File: src/rtl/nibble_serial_alu_pkg.sv
// Shared definitions for the nibble-serial ALU: nibble width, opcode and FSM state encodings.
package nibble_serial_alu_pkg;

   localparam int NIB_W = 4;

   typedef enum logic [2:0] {
      OP_ADD = 3'b000,
      OP_SUB = 3'b001,
      OP_AND = 3'b010,
      OP_OR  = 3'b011,
      OP_XOR = 3'b100,
      OP_NOT = 3'b101,
      OP_SHR = 3'b110,
      OP_SHL = 3'b111
   } op_e;

   typedef enum logic [1:0] {
      IDLE = 2'd0,
      RUN  = 2'd1,
      DONE = 2'd2
   } state_e;

endpackage

File: src/rtl/alu_nibble.sv
// Combinational 4-bit ALU slice: arithmetic, logic, 1-bit shifts with an external fill bit,
// and an unsigned magnitude compare of the two nibbles.
module alu_nibble
   import nibble_serial_alu_pkg::*;
(
   input  logic [NIB_W-1:0] a,
   input  logic [NIB_W-1:0] b,
   input  op_e              op,
   input  logic             cin,
   input  logic             fill,
   output logic [NIB_W-1:0] y,
   output logic             cout,
   output logic             lt,
   output logic             eq,
   output logic             gt
);

   logic [NIB_W-1:0] w_b_eff;
   logic [NIB_W:0]   w_sum;

   // Subtraction is a + ~b + cin, so the adder is shared between ADD and SUB.
   assign w_b_eff = (op == OP_SUB) ? ~b : b;
   assign w_sum   = {1'b0, a} + {1'b0, w_b_eff} + {{NIB_W{1'b0}}, cin};

   assign lt = (a < b);
   assign eq = (a == b);
   assign gt = (a > b);

   // Result and carry-out selection per opcode.
   always_comb begin
      // NOTE: every output of a combinational block gets a default first, so no path infers a latch.
      y    = '0;
      cout = 1'b0;
      case (op)
         OP_ADD, OP_SUB: begin
            y    = w_sum[NIB_W-1:0];
            cout = w_sum[NIB_W];
         end
         OP_AND: y = a & b;
         OP_OR:  y = a | b;
         OP_XOR: y = a ^ b;
         OP_NOT: y = ~a;
         OP_SHR: begin
            y    = {fill, a[NIB_W-1:1]};
            cout = a[0];
         end
         OP_SHL: begin
            y    = {a[NIB_W-2:0], fill};
            cout = a[NIB_W-1];
         end
         default: begin
            y    = '0;
            cout = 1'b0;
         end
      endcase
   end

endmodule

File: src/rtl/nibble_serial_alu.sv
// Nibble-serial ALU: accepts one operation in IDLE, processes one nibble per cycle LSB first
// in RUN, and holds the registered result in DONE until the consumer takes it.
// Optional feature macro: NIBBLE_ALU_FLAGS_EN adds out_zero and out_ovf.
module nibble_serial_alu
   import nibble_serial_alu_pkg::*;
#(
   parameter int NIBBLES = 2
) (
   input  logic                     clk,
   input  logic                     rst_n,
   input  logic                     in_valid,
   output logic                     in_ready,
   input  logic [2:0]               in_op,
   input  logic [NIBBLES*NIB_W-1:0] in_a,
   input  logic [NIBBLES*NIB_W-1:0] in_b,
   output logic                     out_valid,
   input  logic                     out_ready,
   output logic [NIBBLES*NIB_W-1:0] out_res,
   output logic                     out_carry,
`ifdef NIBBLE_ALU_FLAGS_EN
   output logic                     out_zero,
   output logic                     out_ovf,
`endif
   output logic                     out_less,
   output logic                     out_equal,
   output logic                     out_more
);

   localparam int DATA_W = NIBBLES * NIB_W;
   localparam int IDX_W  = $clog2(NIBBLES);

   state_e            r_state;
   op_e               r_op;
   logic [DATA_W-1:0] r_a;
   logic [DATA_W-1:0] r_b;
   logic [IDX_W-1:0]  r_idx;
   logic              r_carry;
   logic [DATA_W-1:0] r_res;
   logic              r_less;
   logic              r_equal;
   logic              r_more;

   logic [IDX_W+1:0]  w_base;
   logic [DATA_W-1:0] w_shr;
   logic [DATA_W-1:0] w_shl;
   logic              w_fill;
   logic              w_cin;
   logic              w_last;
   logic [NIB_W-1:0]  w_y;
   logic              w_cout;
   logic              w_lt;
   logic              w_eq;
   logic              w_gt;
   logic              w_less_next;
   logic              w_more_next;
   logic              w_carry_next;
   logic [DATA_W-1:0] w_res_next;

   // Bit offset of the current nibble (nibble width 4 => index * 4).
   assign w_base = {r_idx, 2'b00};
   assign w_last = (r_idx == IDX_W'(NIBBLES - 1));

   // Whole-word shifts of the latched operand supply each nibble's fill bit; the vacated
   // end positions are already 0, which gives the MSB/LSB fill of 0 for free.
   assign w_shr  = r_a >> 1;
   assign w_shl  = r_a << 1;
   assign w_fill = (r_op == OP_SHL) ? w_shl[w_base] : w_shr[w_base + 3];

   // First nibble of SUB starts with carry-in 1 (two's complement); ADD starts with 0.
   assign w_cin  = (r_idx == '0) ? (r_op == OP_SUB) : r_carry;

   alu_nibble u_slice (
      .a    (r_a[w_base +: NIB_W]),
      .b    (r_b[w_base +: NIB_W]),
      .op   (r_op),
      .cin  (w_cin),
      .fill (w_fill),
      .y    (w_y),
      .cout (w_cout),
      .lt   (w_lt),
      .eq   (w_eq),
      .gt   (w_gt)
   );

   // A differing higher nibble overrides whatever the lower nibbles decided.
   assign w_less_next  = w_lt | (r_less & w_eq);
   assign w_more_next  = w_gt | (r_more & w_eq);

   // SHR reports the bit shifted out of nibble 0, so later nibbles must not overwrite it.
   assign w_carry_next = (r_op == OP_SHR && r_idx != '0) ? r_carry : w_cout;

   // Result word with the current nibble substituted.
   always_comb begin
      w_res_next                   = r_res;
      w_res_next[w_base +: NIB_W]  = w_y;
   end

   // Control FSM plus operand latch and per-nibble result/flag accumulation.
   always_ff @(posedge clk or negedge rst_n) begin
      if (!rst_n) begin
         r_state <= IDLE;
         r_op    <= OP_ADD;
         r_a     <= '0;
         r_b     <= '0;
         r_idx   <= '0;
         r_carry <= 1'b0;
         r_res   <= '0;
         r_less  <= 1'b0;
         r_equal <= 1'b0;
         r_more  <= 1'b0;
      end else begin
         // NOTE: sequential state uses non-blocking assignments so every register samples pre-edge values.
         case (r_state)
            IDLE: begin
               if (in_valid) begin
                  r_op    <= op_e'(in_op);
                  r_a     <= in_a;
                  r_b     <= in_b;
                  r_idx   <= '0;
                  r_carry <= 1'b0;
                  r_res   <= '0;
                  r_less  <= 1'b0;
                  r_equal <= 1'b0;
                  r_more  <= 1'b0;
                  r_state <= RUN;
               end
            end
            RUN: begin
               r_res   <= w_res_next;
               r_carry <= w_carry_next;
               r_less  <= w_less_next;
               r_more  <= w_more_next;
               if (w_last) begin
                  r_equal <= ~(w_less_next | w_more_next);
                  r_idx   <= '0;
                  r_state <= DONE;
               end else begin
                  r_idx   <= r_idx + IDX_W'(1);
               end
            end
            DONE: begin
               if (out_ready) r_state <= IDLE;
            end
            default: r_state <= IDLE;
         endcase
      end
   end

`ifdef NIBBLE_ALU_FLAGS_EN
   logic r_zero;
   logic r_ovf;
   logic w_a_msb;
   logic w_b_msb;

   assign w_a_msb = r_a[DATA_W-1];
   assign w_b_msb = r_b[DATA_W-1];

   // Zero and signed-overflow flags, captured when the top nibble is produced.
   always_ff @(posedge clk or negedge rst_n) begin
      if (!rst_n) begin
         r_zero <= 1'b0;
         r_ovf  <= 1'b0;
      end else if (r_state == IDLE && in_valid) begin
         r_zero <= 1'b0;
         r_ovf  <= 1'b0;
      end else if (r_state == RUN && w_last) begin
         r_zero <= (w_res_next == '0);
         case (r_op)
            OP_ADD:  r_ovf <= (w_a_msb == w_b_msb) && (w_y[NIB_W-1] != w_a_msb);
            OP_SUB:  r_ovf <= (w_a_msb != w_b_msb) && (w_y[NIB_W-1] != w_a_msb);
            default: r_ovf <= 1'b0;
         endcase
      end
   end

   assign out_zero = r_zero;
   assign out_ovf  = r_ovf;
`endif

   assign in_ready  = (r_state == IDLE);
   assign out_valid = (r_state == DONE);
   assign out_res   = r_res;
   assign out_carry = r_carry;
   assign out_less  = r_less;
   assign out_equal = r_equal;
   assign out_more  = r_more;

endmodule

File: config.mk
export PLATFORM = sky130hd
export DESIGN_NAME = nibble_serial_alu
export DESIGN_NICKNAME = d
export VERILOG_FILES = /design/src/rtl/nibble_serial_alu_pkg.sv /design/src/rtl/alu_nibble.sv /design/src/rtl/nibble_serial_alu.sv
export SDC_FILE = /design/constraint.sdc
export NUM_CORES = 1
export LEC_CHECK = 0
export ABC_AREA = 1
export CAP_MARGIN = 40
export CELL_PAD_IN_SITES_DETAIL_PLACEMENT = 1
export CELL_PAD_IN_SITES_GLOBAL_PLACEMENT = 2
export CORE_MARGIN = 2
export CORE_UTILIZATION = 30
export DETAILED_ROUTE_END_ITERATION = 6
export GPL_TIMING_DRIVEN = 1
export HOLD_SLACK_MARGIN = 0.15
export PLACE_DENSITY_LB_ADDON = 0.1
export SYNTH_ARGS = -nofsm -noshare
export SYNTH_HDL_FRONTEND = slang
export SYNTH_SLANG_ARGS = --single-unit
File: constraint.sdc
create_clock -name clk -period 2.48 [get_ports clk]
set_input_delay 0.372 -clock clk [delete_from_list [all_inputs] [get_ports clk]]
set_output_delay 0.372 -clock clk [all_outputs]
set_load 0.02 [all_outputs]
==> results of run 1 <==
## cell usage after synthesis (all sizes together)
library cell and instances:
nand2 117, dfrtp 34, o21ai 34, inv 33, nor2 22, nand3 18
ha 15, a21oi 7, buf 4, or2 4, xor2 3, clkbuf 2
fa 2, nand4 2, a21o 1, o22ai 1, xnor2 1
## flip-flops by register name, indices dropped and copies added (netlist names)
name       flops
out_res        8
r_a            8
r_b            8
r_op           3
r_state        2
out_carry      1
out_equal      1
out_less       1
out_more       1
r_idx          1
## per-layer routing
metal / global-route usage, % / routed length [um]
met5: 0 / 0
met4: 4.88 / 75
met3: 3.05 / 99
met2: 27.3 / 2760
met1: 22.4 / 3050
## kinds of logic after synthesis
kind of cell / Yosys count / share of synthesized area [%]
flip-flops: 34 / 38.9
AND/OR/NAND/NOR: 163 / 30.2
adder cells (fa/ha/maj): 17 / 10.4
XOR/XNOR: 4 / 1.60
AO/OA/AOI/OAI: 43 / 11.1
buffers and inverters: 39 / 7.79
## critical path, stage by stage (launching register included)
cell,delay (ns)
dfrtp_2,0.50
o21ai_2,0.37
xnor2_2,0.17
fa_1,0.22
inv_1,0.06
fa_1,0.37
inv_1,0.09
nand3_1,0.07
a21oi_1,0.14
o21ai_0,0.10
o21ai_1,0.12
## what timing repair did
item                                    4_1_cts  5_1_grt
endpoints found under the setup margin        0        7
hold buffers                                  0        0
gates resized for setup                       0        4
setup buffers                                 0        0
## cell usage in the layout, fill, tap and decap left out, types with 3 or more instances in the layout
cell	count
o21ai_1	3
buf_4	10
o21ai_2	6
nand3_1	17
nor2_1	20
a21oi_1	7
ha_1	15
nand2_1	115
or2_1	3
clkbuf_8	6
dfrtp_1	33
inv_1	31
clkdlybuf4s50_1	36
xor2_1	3
o21ai_0	25
## final cells by class
class	instances	share of cell area, %
sequential	34	30.3
multi-input combinational	227	41.9
clock inverter	2	0.445
timing repair buffer	46	15.5
tap	99	4.41
inverter	33	4.50
clock buffer	6	2.94
## power breakdown
part | switching [mW] | internal [mW] | total, mW
Combinational | 1.70 | 1.01 | 2.71
Sequential | 0.186 | 0.797 | 0.983
Clock | 0.218 | 0.223 | 0.441
## path summary, 6_finish.rpt
kind	to	slack (ns)
max	out_carry$_DFFE_PN0P_	0.19
min	r_b[6]$_DFFE_PN0P_	0.48
max reg2reg	out_carry$_DFFE_PN0P_	0.19
min reg2reg	r_b[6]$_DFFE_PN0P_	0.48
max in group asynchronous	r_idx$_DFFE_PN0P_	1.66
min in group asynchronous	r_b[0]$_DFFE_PN0P_	0.49
## through the flow
stage	setup slack [ns]	instance area (um2)
after CTS	0.0657	2800
final	0.192	2810
after floorplan	0.302	2180
after global placement	0.174	2700
after detailed placement	0.0864	2700
after global routing	0.00311	2810
==> flow_metrics.py, run 1 <==
metrics = {
    "power_and_ir_drop": {
        "p_per_area_mw_per_mm2": 1470,
        "p_leak_nw": 1.43,
        "design_power_total_mw": 4.13,
        "vdd_drop_max_mv": 0.426,
    },
    "route": {
        "drc": 0,
        "route.vias.total": 1993,
        "wl_per_cell_um": 13.4,
        "first_pass_iters": 4,
        "finalWirelength_um": 5980,
        "via_per_inst": 4.46,
        "drtIter0Drc": 85,
        "ant_nets": 0,
    },
    "synthesis": {
        "syn_nets": 340,
        "yosysSeqAreaShare_pct": 38.9,
        "synthTopCellsByArea": "dfrtp_1 39%, nand2_1 20%, ha_1 8.6%",
        "syn_area_mm2": 0.00218,
        "synth_warnings": 0,
        "yosys.area.top_type": "dfrtp_1",
        "syn-mean-instance-area_um2": 7.28,
        "syn_inst": 300,
        "synth.ff_latch_count": 34,
        "synth_top_cell_area_share_pct": 38.9,
        "synth.distinct_cells": 27,
    },
    "timing": {
        "fin_crit_sh_pct": 92.3,
        "final_max_slew_viol_count": 0,
        "fmax_ghz": 0.437,
        "maxSlewHeadroom_pct": 69.1,
        "fin_tns_setup_ns": 0,
        "finalHoldViolCount": 0,
        "skew_ns": 0.00842,
        "hold_ws_ns": 0.480,
        "max_slew.worst_pin.slew_ns": 0.459,
        "rsz0062_at_grt": "no",
        "setup_viol": 0,
        "period_needed_ns": 2.29,
    },
    "cells_and_area": {
        "fin_util_pct": 39.4,
        "layout.cells.non_filler": 447,
        "fillers": 913,
        "multi_input_area_mm2": 0.00118,
        "diodes": 0,
        "final_nets": 387,
        "syn_to_final_growth_pct": 28.6,
        "regArea_um2": 852,
        "drive_above_1_share_pct": 9.77,
    },
    "grt": {
        "grt_max_degree": 35,
        "grt_pass1_vias": 2056,
        "globalRouteTotalUtil_pct": 16.6,
        "grt_pass1_wl_um": 10000,
        "grt-ovfl-total": 0,
        "antenna_found_initial": 0,
    },
    "critical_path": {
        "path_max_fanout": 11,
        "cp-end-kind": "flop",
        "cp.arrival_ns": 2.50,
        "reg2reg_depth": 10,
        "cp.required_ns": 2.70,
        "crit_start": "r_idx$_DFFE_PN0P_",
        "r2r-start": "r_idx$_DFFE_PN0P_",
        "cp-start-kind": "flop",
        "path_class": "flop to flop",
    },
    "floorplanning": {
        "dieArea_mm2": 0.00798,
        "die_x_um": 89.3,
        "core_area_mm2": 0.00714,
        "die-height_um": 89.3,
        "num_io_pins": 37,
        "initial_utilization_pct": 30.6,
        "row_count": 31,
    },
    "placed_design": {
        "port_buffers": 36,
        "gp_congestion": 0.828,
        "dp_hpwl_um": 4770,
        "placedCellCount": 439,
    },
    "flow_run": {
        "maxCapViolations": 0,
    },
    "cts": {
        "cts_buffers": 5,
        "htreeDepth": 2,
        "cts_sinks": 34,
        "clk_pin_slew_worst_paths_ns": 0.08,
        "cts_tree": "built",
        "cts_root_buffer": "clkbuf_8",
        "clockBufferDepth": 2,
        "insertion_delay_ns": 0.29,
    },
    "worst_hold_path": {
        "holdPathStages": 2,
        "worstHoldStart": "r_b[6]$_DFFE_PN0P_",
        "hold_path_class": "flop to flop",
    },
    "outcome": {
        "status": "completed",
    },
}
No activity file was read; power rests on OpenSTA's default activity.
==> inputs of run 2 (changes only) <==
- CAP_MARGIN: 40 -> unset
- HOLD_SLACK_MARGIN: 0.15 -> unset
==> results of run 2 <==
The final DEF is identical to that of run 1; final timing and power are the same.
